$ cat src/rtl/p32b_8b_pkg.sv
// ============================================================================
// p32b_8b_pkg : shared constants and byte-select helper for the serializer
// Rev 1.0
// ============================================================================
`default_nettype none

package p32b_8b_pkg;

  localparam int BYTES_PER_WORD = 4;
  localparam int PHASE_W        = 2;
  localparam logic [7:0] IDLE_BYTE = 8'h00;
  localparam logic [PHASE_W-1:0] LAST_PHASE = PHASE_W'(BYTES_PER_WORD - 1);

  // Byte emitted at position idx of a word, honouring the configured order.
  function automatic logic [7:0] pick_byte(input logic [31:0] word,
                                           input logic [PHASE_W-1:0] idx,
                                           input logic msb_first);
    logic [PHASE_W-1:0] sel;
    sel = msb_first ? (LAST_PHASE - idx) : idx;
    pick_byte = word[{sel, 3'b000} +: 8];
  endfunction

endpackage

`default_nettype wire

$ cat src/rtl/p32b_8b_hold.sv
// ============================================================================
// p32b_8b_hold : one-entry holding register decoupling producer and shifter
// Rev 1.0
// ============================================================================
`default_nettype none

module p32b_8b_hold
  import p32b_8b_pkg::*;
(
  input  logic        clk_4f,
  input  logic        reset_L,
  input  logic        push,
  input  logic        pop,
  input  logic [31:0] data_in,
  output logic [31:0] hold_word,
  output logic        hold_v,
  output logic        ready_out
);

  logic [31:0] hold_q, hold_d;
  logic        hold_v_q, hold_v_d;

  // A push on the same edge as a pop keeps the entry occupied.
  always_comb begin
    hold_d   = push ? data_in : hold_q;
    hold_v_d = push | (hold_v_q & ~pop);
  end

  always_ff @(posedge clk_4f or negedge reset_L) begin
    if (!reset_L) begin
      hold_q   <= 32'h0;
      hold_v_q <= 1'b0;
    end else begin
      hold_q   <= hold_d;
      hold_v_q <= hold_v_d;
    end
  end

  assign hold_word = hold_q;
  assign hold_v    = hold_v_q;
  assign ready_out = ~hold_v_q;

endmodule

`default_nettype wire

$ cat src/rtl/p32b_8b.sv
// ============================================================================
// p32b_8b : 32-bit word to 8-bit byte serializer with valid/ready input
// Rev 1.0
// ============================================================================
`default_nettype none

module p32b_8b
  import p32b_8b_pkg::*;
#(
  parameter bit MSB_FIRST = 1'b1
) (
  input  logic        clk_4f,
  input  logic        reset_L,
  input  logic [31:0] data_in,
  input  logic        valid_in,
  output logic        ready_out,
  output logic [7:0]  data_out,
  output logic        valid_out
);

  logic [31:0]        sh_q, sh_d;
  logic [PHASE_W-1:0] phase_q, phase_d;
  logic               busy_q, busy_d;
  logic [7:0]         data_out_q, data_out_d;
  logic               valid_out_q, valid_out_d;

  logic               hold_v;
  logic [31:0]        hold_word;
  logic               hs;
  logic               load;
  logic               take_hold;
  logic               take_in;
  logic               push;
  logic [31:0]        src;
  logic [PHASE_W-1:0] next_phase;

  assign hs         = valid_in & ready_out;
  assign load       = ~busy_q | (phase_q == LAST_PHASE);
  assign take_hold  = load & hold_v;
  assign take_in    = load & ~hold_v & hs;
  // Accepted words that cannot go straight to the shifter wait in hold.
  assign push       = hs & ~take_in;
  assign src        = hold_v ? hold_word : data_in;
  assign next_phase = phase_q + 1'b1;

  p32b_8b_hold u_hold (
    .clk_4f    (clk_4f),
    .reset_L   (reset_L),
    .push      (push),
    .pop       (take_hold),
    .data_in   (data_in),
    .hold_word (hold_word),
    .hold_v    (hold_v),
    .ready_out (ready_out)
  );

  always_comb begin
    sh_d        = sh_q;
    phase_d     = phase_q;
    busy_d      = busy_q;
    data_out_d  = data_out_q;
    valid_out_d = valid_out_q;
    if (load) begin
      if (take_hold || take_in) begin
        sh_d        = src;
        phase_d     = '0;
        busy_d      = 1'b1;
        data_out_d  = pick_byte(src, '0, MSB_FIRST);
        valid_out_d = 1'b1;
      end else begin
        busy_d      = 1'b0;
        valid_out_d = 1'b0;
        data_out_d  = IDLE_BYTE;
      end
    end else begin
      phase_d     = next_phase;
      data_out_d  = pick_byte(sh_q, next_phase, MSB_FIRST);
      valid_out_d = 1'b1;
    end
  end

  always_ff @(posedge clk_4f or negedge reset_L) begin
    if (!reset_L) begin
      sh_q        <= 32'h0;
      phase_q     <= '0;
      busy_q      <= 1'b0;
      data_out_q  <= IDLE_BYTE;
      valid_out_q <= 1'b0;
    end else begin
      sh_q        <= sh_d;
      phase_q     <= phase_d;
      busy_q      <= busy_d;
      data_out_q  <= data_out_d;
      valid_out_q <= valid_out_d;
    end
  end

  assign data_out  = data_out_q;
  assign valid_out = valid_out_q;

endmodule

`default_nettype wire
$ cat config.mk
export PLATFORM = sky130hd
export DESIGN_NAME = p32b_8b
export DESIGN_NICKNAME = d
export VERILOG_FILES = /design/src/rtl/p32b_8b_pkg.sv /design/src/rtl/p32b_8b_hold.sv /design/src/rtl/p32b_8b.sv
export SDC_FILE = /design/constraint.sdc
export NUM_CORES = 1
export LEC_CHECK = 0
export BUFFER_PORTS_ARGS = -buffer_cell sky130_fd_sc_hd__buf_2
export CAP_MARGIN = 20
export CORE_AREA = 2 2 85 87
export CTS_BUF_LIST = sky130_fd_sc_hd__clkbuf_8
export DETAILED_ROUTE_END_ITERATION = 10
export DIE_AREA = 0 0 87 89
export PLACE_DENSITY_LB_ADDON = 0.1
export SKIP_CTS_REPAIR_TIMING = 1
export SYNTH_ARGS = -nofsm -noshare
export SYNTH_HDL_FRONTEND = slang
export SYNTH_SLANG_ARGS = --single-unit
export TNS_END_PERCENT = 100
$ cat constraint.sdc
create_clock -name clk_4f -period 1.5 [get_ports clk_4f]
set_input_delay 0 -clock clk_4f [delete_from_list [all_inputs] [get_ports clk_4f]]
set_output_delay 0 -clock clk_4f [all_outputs]
set_load 0.005 [all_outputs]
==> impl_metrics.toml, run 1 <==
[status]
status = "finished with violations"
failed_checks = "setup timing"

[routing]
drc = 0
ant_nets = 0
wl_um = 7730
via_per_inst = 5.28
drt-pass1-iter-count = 4
wl_per_cell_um = 16.8
drtIter0Drc = 147
vias = 2425

[placement]
dpl_worst_slack_ns = -0.0953
hpwl_um = 4890
port_buffers = 44
place.gp.congestion = 0.794

[floorplanning]
die_w_um = 87
rows = 30
start_util = 0.534
die_h_um = 89
coreArea_mm2 = 0.00672
die-area_mm2 = 0.00774
io_pins = 45

[global_routing]
grt_pass1_vias = 2275
grt_use_total = 0.200
antenna_found_initial = 0
grt_overflow_total = 0
grt_pass1_wl_um = 11500
grt_start_max_net_pins = 35

[power]
power_density_mw_per_mm2 = 2130
p_clk_frac = 0.172
vdd.ir_drop.worst_uv = 1010
p_sw_frac = 0.339
p_leak_nw = 2.31
internal-power_mw = 6.54
power_switching_mw = 3.35
combPwrFrac = 0.457
power_frac_seq = 0.371

[critical_path]
startpoint_type = "flip-flop"
crit_fanout = 8
critPathKind = "flip-flop to flip-flop"
critPathRequiredTime_ns = 1.74
endpoint_kind = "flip-flop"
cp.arrival_ns = 1.86

[timing]
setup_violations = 40
tightest_slew_ns = 0.454
slew_headroom = 0.697
finalClockSkew_ns = 0.00860
fmax_mhz = 620
drv_slew = 0
final.min_clock_period_ns = 1.61
min_period_over_period = 1.08
finalHoldViolCount = 0
fin_ws_ns = -0.113
whs_ns = 0.135
grt_setup_unrepaired = "true"

[final_layout]
ff_latch_area_mm2 = 0.00193
nets = 410
n_antenna_cell = 0
multiInputGateArea_mm2 = 0.00153
area_delta_synth_final_pct = 29.0
fill_cells = 475
layout-drive-gt1-share = 0.327
post-route-util = 0.690

[cts]
clock_sinks = 77
cts_buffer_depth = 2
clockRootBuffer = "clkbuf_8"
cts_tree = "yes"
htreeDepth = 3
clock_insertion_delay_worst_skew_ns = 0.35
cts_buffers = 9
path_clk_slew_ns = 0.09

[run]
drv_cap = 0

[yosys]
ys_ff_latch = 77
synth.most_common_cell = "dfrtp_1"
synthCells = 281
synthFlopType = "dfrtp_1"
synth_nets = 317
synth_commonest_cells = "dfrtp_1 (77), mux2i_1 (48), o21ai_0 (44), mux2_4 (30), nor2_1 (17)"
seq_area_frac_synth = 0.537
synth.top_cell.area_share = 0.537
ys_top_cells_by_area = "dfrtp_1 (54%), mux2i_1 (13%), mux2_4 (13%), o21ai_0 (6.1%), nor2_1 (1.8%)"
synth_warnings = 0
synth_cell_types = 26
synth_area_mm2 = 0.00359
synth_edf_count = 0
synth_top_cell_by_area = "dfrtp_1"
async_flop_share = 1.00
syn_area_per_cell_um2 = 12.8

[hold_path]
worst_hold_path_type = "input port to async pin"
layout by cell type, fill, tap and decap left out:
cell type,instances
dfrtp_1,76
mux2i_1,48
o21ai_0,44
buf_2,43
dlygate4sd3_1,33
mux2_4,32
nor2_1,17
buf_4,17
clkbuf_8,9
nor3_1,8
or3_1,8
a21o_1,8
buf_12,6
o21ai_1,5
nand2_1,3
clkinvlp_4,3
nand3_1,2
bufinv_16,2
clkbuf_16,2
inv_2,1
nand3b_1,1
or3b_4,1
nor2b_4,1
nor2_2,1
nand2b_1,1
o21ai_2,1
and3_4,1
ha_4,1
clkinv_2,1
inv_1,1
buf_6,1
dfrtp_2,1
state kept, by name, summed over array words and instances (netlist names):
signal	flops
sh_q	32
valid_out	1
u_hold.hold_v	1
u_hold.hold_word	32
busy_q	1
data_out	8
phase_q	2
stage by stage:
step / area, um2 / instances / setup TNS (ns) / power (mW)
5_1_grt: 4630 / 459 / -5.83 / 10.5
4_1_cts: 4230 / 424 / -3.53 / 9.70
3_3_place_gp: 4010 / 408 / -1.77 / 7.85
3_5_place_dp: 4010 / 408 / -2.69 / 7.97
2_1_floorplan: 3590 / 281 / -2.12 / 6.73
6_report: 4630 / 459 / -3.44 / 9.89
critical path: stages (launching register included):
cell	delay [ns]
dfrtp_1	0.43
ha_4	0.20
nor2b_4	0.11
and3_4	0.27
clkbuf_16	0.20
mux2_4	0.30
final cells by class:
class	instances	share of cell area
flip-flops and latches	77	0.416
multi-input cells	183	0.331
repair buffers	102	0.184
clock buffers	9	0.0267
well taps	80	0.0216
clock inverters	7	0.0197
inverters	1	0.000810
power groups by stage:
stage                     sequential [mW]  combinational [mW]  clock (mW)
after floorplan                      3.50                3.23           0
after global placement               3.65                4.21           0
after detailed placement             3.67                4.30           0
after CTS                            3.65                4.31        1.74
after global routing                 3.78                4.94        1.82
final                                3.67                4.52        1.70
metal layers:
metal  track usage  part of all wire  vias up
li1              -                 -     1184
met1         0.284              0.47     1186
met2         0.306              0.48       48
met3        0.0369             0.036        7
met4        0.0810             0.013        0
met5             0                 0        -
final timing paths:
| kind | cells past startpoint | to | slack (ns) | startpoint |
|---|---|---|---|---|
| min in group clk_4f | 4 | sh_q[4]$_DFFE_PN0P_ | 0.19 | valid_in |
| min reg2reg | 1 | sh_q[30]$_DFFE_PN0P_ | 0.48 | sh_q[30]$_DFFE_PN0P_ |
| min | 2 | busy_q$_DFFE_PN0N_ | 0.14 | reset_L |
| max | 5 | u_hold.hold_word[19]$_DFFE_PN0P_ | -0.11 | phase_q[0]$_DFFE_PN0P_ |
| max reg2reg | 5 | u_hold.hold_word[19]$_DFFE_PN0P_ | -0.11 | phase_q[0]$_DFFE_PN0P_ |
| max in group asynchronous | 3 | u_hold.hold_word[0]$_DFFE_PN0P_ | 0.78 | reset_L |
logic make-up (layout without fill, tap and decap cells):
group                    Yosys count  count (layout)  synth area share
AO/OA/AOI/OAI                     58              58            0.0875
multiplexers                      80              80             0.266
flip-flops                        77              77             0.537
adder cells (fa/ha/maj)            1               1           0.00348
AND/OR/NAND/NOR                   44              44            0.0624
buffers and inverters             21             119            0.0446
No activity file was read; power rests on OpenSTA's default activity.
==> run 2, diff against run 1 <==
Settings changed: ABC_AREA set to 1, CORE_AREA 2 2 85 87 to 2 2 87 89, DIE_AREA 0 0 87 89 to 0 0 89 91, SYNTH_HIERARCHICAL set to 1.
==> run 2 against run 1 <==
Against the previous run:
- area after synthesis increased by 4.4%
- clock power decreased by 17%
- the run now ends clean
- total power grew 0.11%
- utilization is 5.2 points lower
- final area fell by 1.9%
- first-iteration DRC count is 5.4% higher
- critical path depth up 2
- largest cell class unchanged
- combinational power is 8.6% higher
- routed wire length rose by 5.6%
- fmax increased by 14%
- setup slack gained 0.20 ns
- register-to-register slack better by 0.20 ns
==> impl_metrics.toml, run 2 <==
[cts]
clock_insertion_delay_worst_skew_ns = 0.34
path_clk_slew_ns = 0.07
cts_buffer_depth = 2
cts_tree = "yes"
clock_sinks = 77
htreeDepth = 3
clockRootBuffer = "clkbuf_8"
cts_buffers = 9

[timing]
final.min_clock_period_ns = 1.41
fin_ws_ns = 0.0867
finalHoldViolCount = 0
min_period_over_period = 0.942
drv_slew = 0
slew_headroom = 0.704
finalClockSkew_ns = 0.00704
fmax_mhz = 708
tightest_slew_ns = 0.444
setup_violations = 0

[critical_path]
critPathRequiredTime_ns = 1.77
startpoint_type = "flip-flop"
crit_path_cell_trace = "ha_1 -> inv_1 -> nand2_2 -> a21oi_4 -> buf_4 -> nand2_1 -> nand2_1"
slowest_stage = "dfrtp_1"
endpoint_kind = "flip-flop"
crit_fanout = 13
crit_top_cell = "nand2_1"
cpPeakStageDelay_ns = 0.38
r2r_cells = 7
cp.arrival_ns = 1.69
critPathKind = "flip-flop to flip-flop"

[final_layout]
fill_cells = 667
layout-drive-gt1-share = 0.218
area_delta_synth_final_pct = 21.3
n_antenna_cell = 0
final_common_cell = "nand2_1"
post-route-util = 0.637
nets = 574
final_cell_mix = "nand2_1 (211), dfrtp_1 (77), buf_2 (43)"

[routing]
ant_nets = 0
wl_um = 8160
via_per_inst = 4.76
drc = 0
wl_per_cell_um = 12.7
vias = 3052
drtIter0Drc = 155
drt-pass1-iter-count = 4

[placement]
place.gp.congestion = 0.806
dpl_worst_slack_ns = -0.0000983
hpwl_um = 5500
port_buffers = 44

[power]
power_frac_seq = 0.362
p_clk_frac = 0.142
internal-power_mw = 5.64
power_density_mw_per_mm2 = 2180
p_sw_frac = 0.430
vdd.ir_drop.worst_uv = 1040
p_leak_nw = 2.50
power_switching_mw = 4.25
combPwrFrac = 0.496
total_power_mw = 9.90

[yosys]
syn_area_per_cell_um2 = 8.22
synth_commonest_cells = "nand2_1 (211), dfrtp_1 (77), inv_1 (29), nand3_1 (26), a21oi_1 (25)"
ys_ff_latch = 77
synth_top_cell_by_area = "dfrtp_1"
synth_edf_count = 0
synthFlopType = "dfrtp_1"
synthCells = 456
synth_warnings = 6
synth_nets = 492
synth.most_common_cell = "nand2_1"
ys_top_cells_by_area = "dfrtp_1 (51%), nand2_1 (21%), o21ai_2 (5.6%), nand3_1 (3.5%), a21oi_1 (3.3%)"
synth_cell_types = 20
seq_area_frac_synth = 0.514
synth.top_cell.area_share = 0.514
async_flop_share = 1.00
synth_area_mm2 = 0.00375

[global_routing]
antenna_found_initial = 0
grt_start_max_net_pins = 34
grt_overflow_total = 0
grt_use_total = 0.222
grt_pass1_vias = 2824
grt_pass1_wl_um = 13800

[run]
drv_cap = 0

[floorplanning]
rows = 31
start_util = 0.525
die_w_um = 89
coreArea_mm2 = 0.00714
die-area_mm2 = 0.00810
die_h_um = 91
io_pins = 45

[hold_path]
worst_hold_path_type = "input port to async pin"

[status]
status = "complete, no violations"
run 2: worst max-delay path: cells and delay by family (launching register included):
family                     cells  cell delay, ns
adders and majority gates      1            0.20
DFF                            1            0.38
AOI/OAI and AO/OA              1            0.24
and+or+nand+nor                3            0.21
buffers and inverters          2            0.32
run 2: power by group through the flow:
stage	Combinational (mW)	Clock (mW)	Sequential [mW]
2_1_floorplan	3.87	0	3.51
3_3_place_gp	4.71	0	3.60
3_5_place_dp	4.78	0	3.61
4_1_cts	4.79	1.46	3.58
5_1_grt	5.62	1.57	3.70
6_report	4.91	1.41	3.58
run 2: path summary, 6_finish.rpt:
check,start,to,slack (ns)
max,phase_q[0]$_DFFE_PN0P_,u_hold/hold_word[22]$_DFFE_PN0P_,0.09
min,reset_L,u_hold/hold_word[3]$_DFFE_PN0P_,0.15
max reg2reg,phase_q[0]$_DFFE_PN0P_,u_hold/hold_word[22]$_DFFE_PN0P_,0.09
min reg2reg,u_hold/hold_word[16]$_DFFE_PN0P_,u_hold/hold_word[16]$_DFFE_PN0P_,0.47
max in group asynchronous,reset_L,u_hold/hold_word[22]$_DFFE_PN0P_,0.75
min in group clk_4f,valid_in,sh_q[28]$_DFFE_PN0P_,0.23
run 2: through the flow:
step | cell area [um2] | instances | TNS, ns | hold WS (ns)
after floorplan | 3750 | 456 | 0 | -0.296
after global placement | 4010 | 590 | 0 | -0.0226
after detailed placement | 4010 | 590 | -0.0000983 | -0.0272
after CTS | 4190 | 605 | -0.160 | -0.399
after global routing | 4550 | 641 | -0.000249 | 0.166
final | 4550 | 641 | 0 | 0.146
run 2: cell type report:
| class | count | area, um2 | share of cell area |
|---|---|---|---|
| sequential | 77 | 1930 | 0.424 |
| clock inverter | 3 | 12.5 | 0.00275 |
| multi-input combinational | 321 | 1460 | 0.321 |
| timing repair buffer | 95 | 713 | 0.157 |
| tap | 99 | 124 | 0.0272 |
| clock buffer | 12 | 165 | 0.0363 |
| inverter | 33 | 143 | 0.0314 |
| timing repair inverter | 1 | 5.00 | 0.00110 |
run 2: kinds of logic (layout without fill, tap and decap cells):
| logic type | after synthesis | after routing | share of synthesized area |
|---|---|---|---|
| fa+ha+maj | 1 | 1 | 0.00334 |
| buf+inv | 58 | 144 | 0.0998 |
| flops | 77 | 77 | 0.514 |
| simple gates | 271 | 271 | 0.293 |
| compound gates | 49 | 49 | 0.0895 |
run 2: routing by layer:
metal,GRT usage,routed length (um)
met2,0.343,3950
met5,0,0
met4,0.0709,79
met3,0.0355,189
met1,0.321,3950
==> run 3, diff against run 2 <==
Settings changed: CORE_AREA 2 2 87 89 to 2 2 99 101, DIE_AREA 0 0 89 91 to 0 0 101 103.
==> run 3 against run 2 <==
Against the previous run:
- combinational power grew 6.9%
- largest power group unchanged
- setup slack worse by 0.017 ns
- sequential share of layout area fell by 1.8 points
- first-iteration DRC count fell by 21%
- clock skew about the same
- final area grew 4.4%
==> impl_metrics.toml, run 3 (synthesis results as in run 2) <==
[cts]
cts_tree = "yes"
clock_insertion_delay_worst_skew_ns = 0.36
cts_buffers = 9
path_clk_slew_ns = 0.08
clockRootBuffer = "clkbuf_8"
cts_buffer_depth = 2
htreeDepth = 3
clock_sinks = 77

[placement]
port_buffers = 44
place.gp.congestion = 0.765
hpwl_um = 6120
placed_cells = 607

[routing]
via_per_inst = 4.65
vias = 3071
drt-pass1-iter-count = 4
ant_nets = 0
wl_um = 9190
drtIter0Drc = 122
wl_per_cell_um = 13.9
drc = 0

[critical_path]
crit_family = "flip-flops"
crit_path_cell_trace = "ha_1 -> inv_2 -> nand2_4 -> a21oi_4 -> buf_4 -> inv_6 -> nand2_1 -> nand2_1"
rrSetupSlack_ns = 0.07
path_depth = 8
startpoint_type = "flip-flop"
crit_buf_inv = 3
r2r_cells = 8
rr_startpoint = "phase_q[0]$_DFFE_PN0P_"
cp-startpoint = "phase_q[0]$_DFFE_PN0P_"
reg2reg_to = "u_hold/hold_word[8]$_DFFE_PN0P_"
slowest_stage = "dfrtp_1"
critPathKind = "flip-flop to flip-flop"
worstSetupEndpoint = "u_hold/hold_word[8]$_DFFE_PN0P_"
crit_top_cell = "nand2_1"
crit_fanout = 16
cpPeakStageDelay_ns = 0.38
cp.arrival_ns = 1.68
critPathRequiredTime_ns = 1.75
endpoint_kind = "flip-flop"

[power]
total_power_mw = 10.8
vdd.ir_drop.worst_uv = 971
power_density_mw_per_mm2 = 2270
p_leak_nw = 2.58

[floorplanning]
rows = 36
coreArea_mm2 = 0.00946
io_pins = 45
die_w_um = 101
die-area_mm2 = 0.0104
die_h_um = 103
start_util = 0.396

[final_layout]
final_cell_mix = "nand2_1 (210), dfrtp_1 (77), buf_2 (43)"
nets = 578
final_common_cell = "nand2_1"
area_delta_synth_final_pct = 26.7
multiInputGateArea_mm2 = 0.00147
ff_latch_area_mm2 = 0.00193
n_antenna_cell = 0
fill_cells = 961
layout-drive-gt1-share = 0.230
final_cells = 661

[global_routing]
grt_use_total = 0.186
grt_overflow_total = 0
grt_pass1_wl_um = 14700
grt_pass1_vias = 2886
antenna_found_initial = 0
grt_start_max_net_pins = 34

[hold_path]
worst_hold_path_type = "input port to async pin"

[timing]
final.min_clock_period_ns = 1.43
min_period_over_period = 0.953
drv_slew = 0
fmax_mhz = 699
finalClockSkew_ns = 0.00749
finalHoldViolCount = 0
whs_ns = 0.0977
tightest_slew_ns = 0.380
slew_headroom = 0.747
setup_violations = 0

[run]
drv_cap = 0

[status]
status = "complete, no violations"
==> run 3: worst min path at each step <==
stage	start	end	cells after the start
6_report	reset_L	u_hold/hold_word[5]$_DFFE_PN0P_	2
5_1_grt	reset_L	u_hold/hold_word[5]$_DFFE_PN0P_	2
4_1_cts	reset_L	u_hold/hold_word[5]$_DFFE_PN0P_	1
3_5_place_dp	reset_L	u_hold/hold_word[5]$_DFFE_PN0P_	1
3_3_place_gp	reset_L	u_hold/hold_word[5]$_DFFE_PN0P_	1
2_1_floorplan	reset_L	busy_q$_DFFE_PN0N_	0
==> run 3: power breakdown <==
group | switching [mW] | total, mW | internal, mW | leakage [nW]
clock | 0.787 | 1.90 | 1.12 | 0.126
sequential | 0.519 | 3.60 | 3.08 | 0.958
combinational | 3.20 | 5.25 | 2.06 | 1.49
==> run 3: metrics by stage <==
step                setup slack, ns  cell area [um2]  setup TNS (ns)   util
detailed placement           0.0250             4090               0  0.432
CTS                          0.0176             4330               0  0.458
finish                       0.0698             4750               0  0.502
global route                -0.0200             4750          -0.106  0.502
floorplan                    0.0861             3750               0      -
global placement             0.0646             4090               0  0.432
==> run 3: cell type report <==
class | count | area share
Inverter | 33 | 0.0303
Timing Repair inverter | 1 | 0.00184
Clock buffer | 13 | 0.0377
Clock inverter | 3 | 0.0137
Multi-Input combinational cell | 321 | 0.309
Sequential cell | 77 | 0.406
Timing Repair Buffer | 99 | 0.172
Tap cell | 114 | 0.0300
==> run 3: worst reg2reg max path: cells and delay by family (launching register included) <==
family	cells	cell delay (ns)
DFF	1	0.38
adders and majority gates	1	0.21
and+or+nand+nor	3	0.19
buffers and inverters	3	0.31
AOI/OAI and AO/OA	1	0.23
==> run 3: layer usage <==
| layer | wire length (um) | GRT usage | part of all wire |
|---|---|---|---|
| met2 | 4430 | 0.300 | 0.48 |
| met1 | 4360 | 0.261 | 0.47 |
| met4 | 106 | 0.0468 | 0.012 |
| met3 | 294 | 0.0359 | 0.032 |
| met5 | 0 | 0 | 0 |
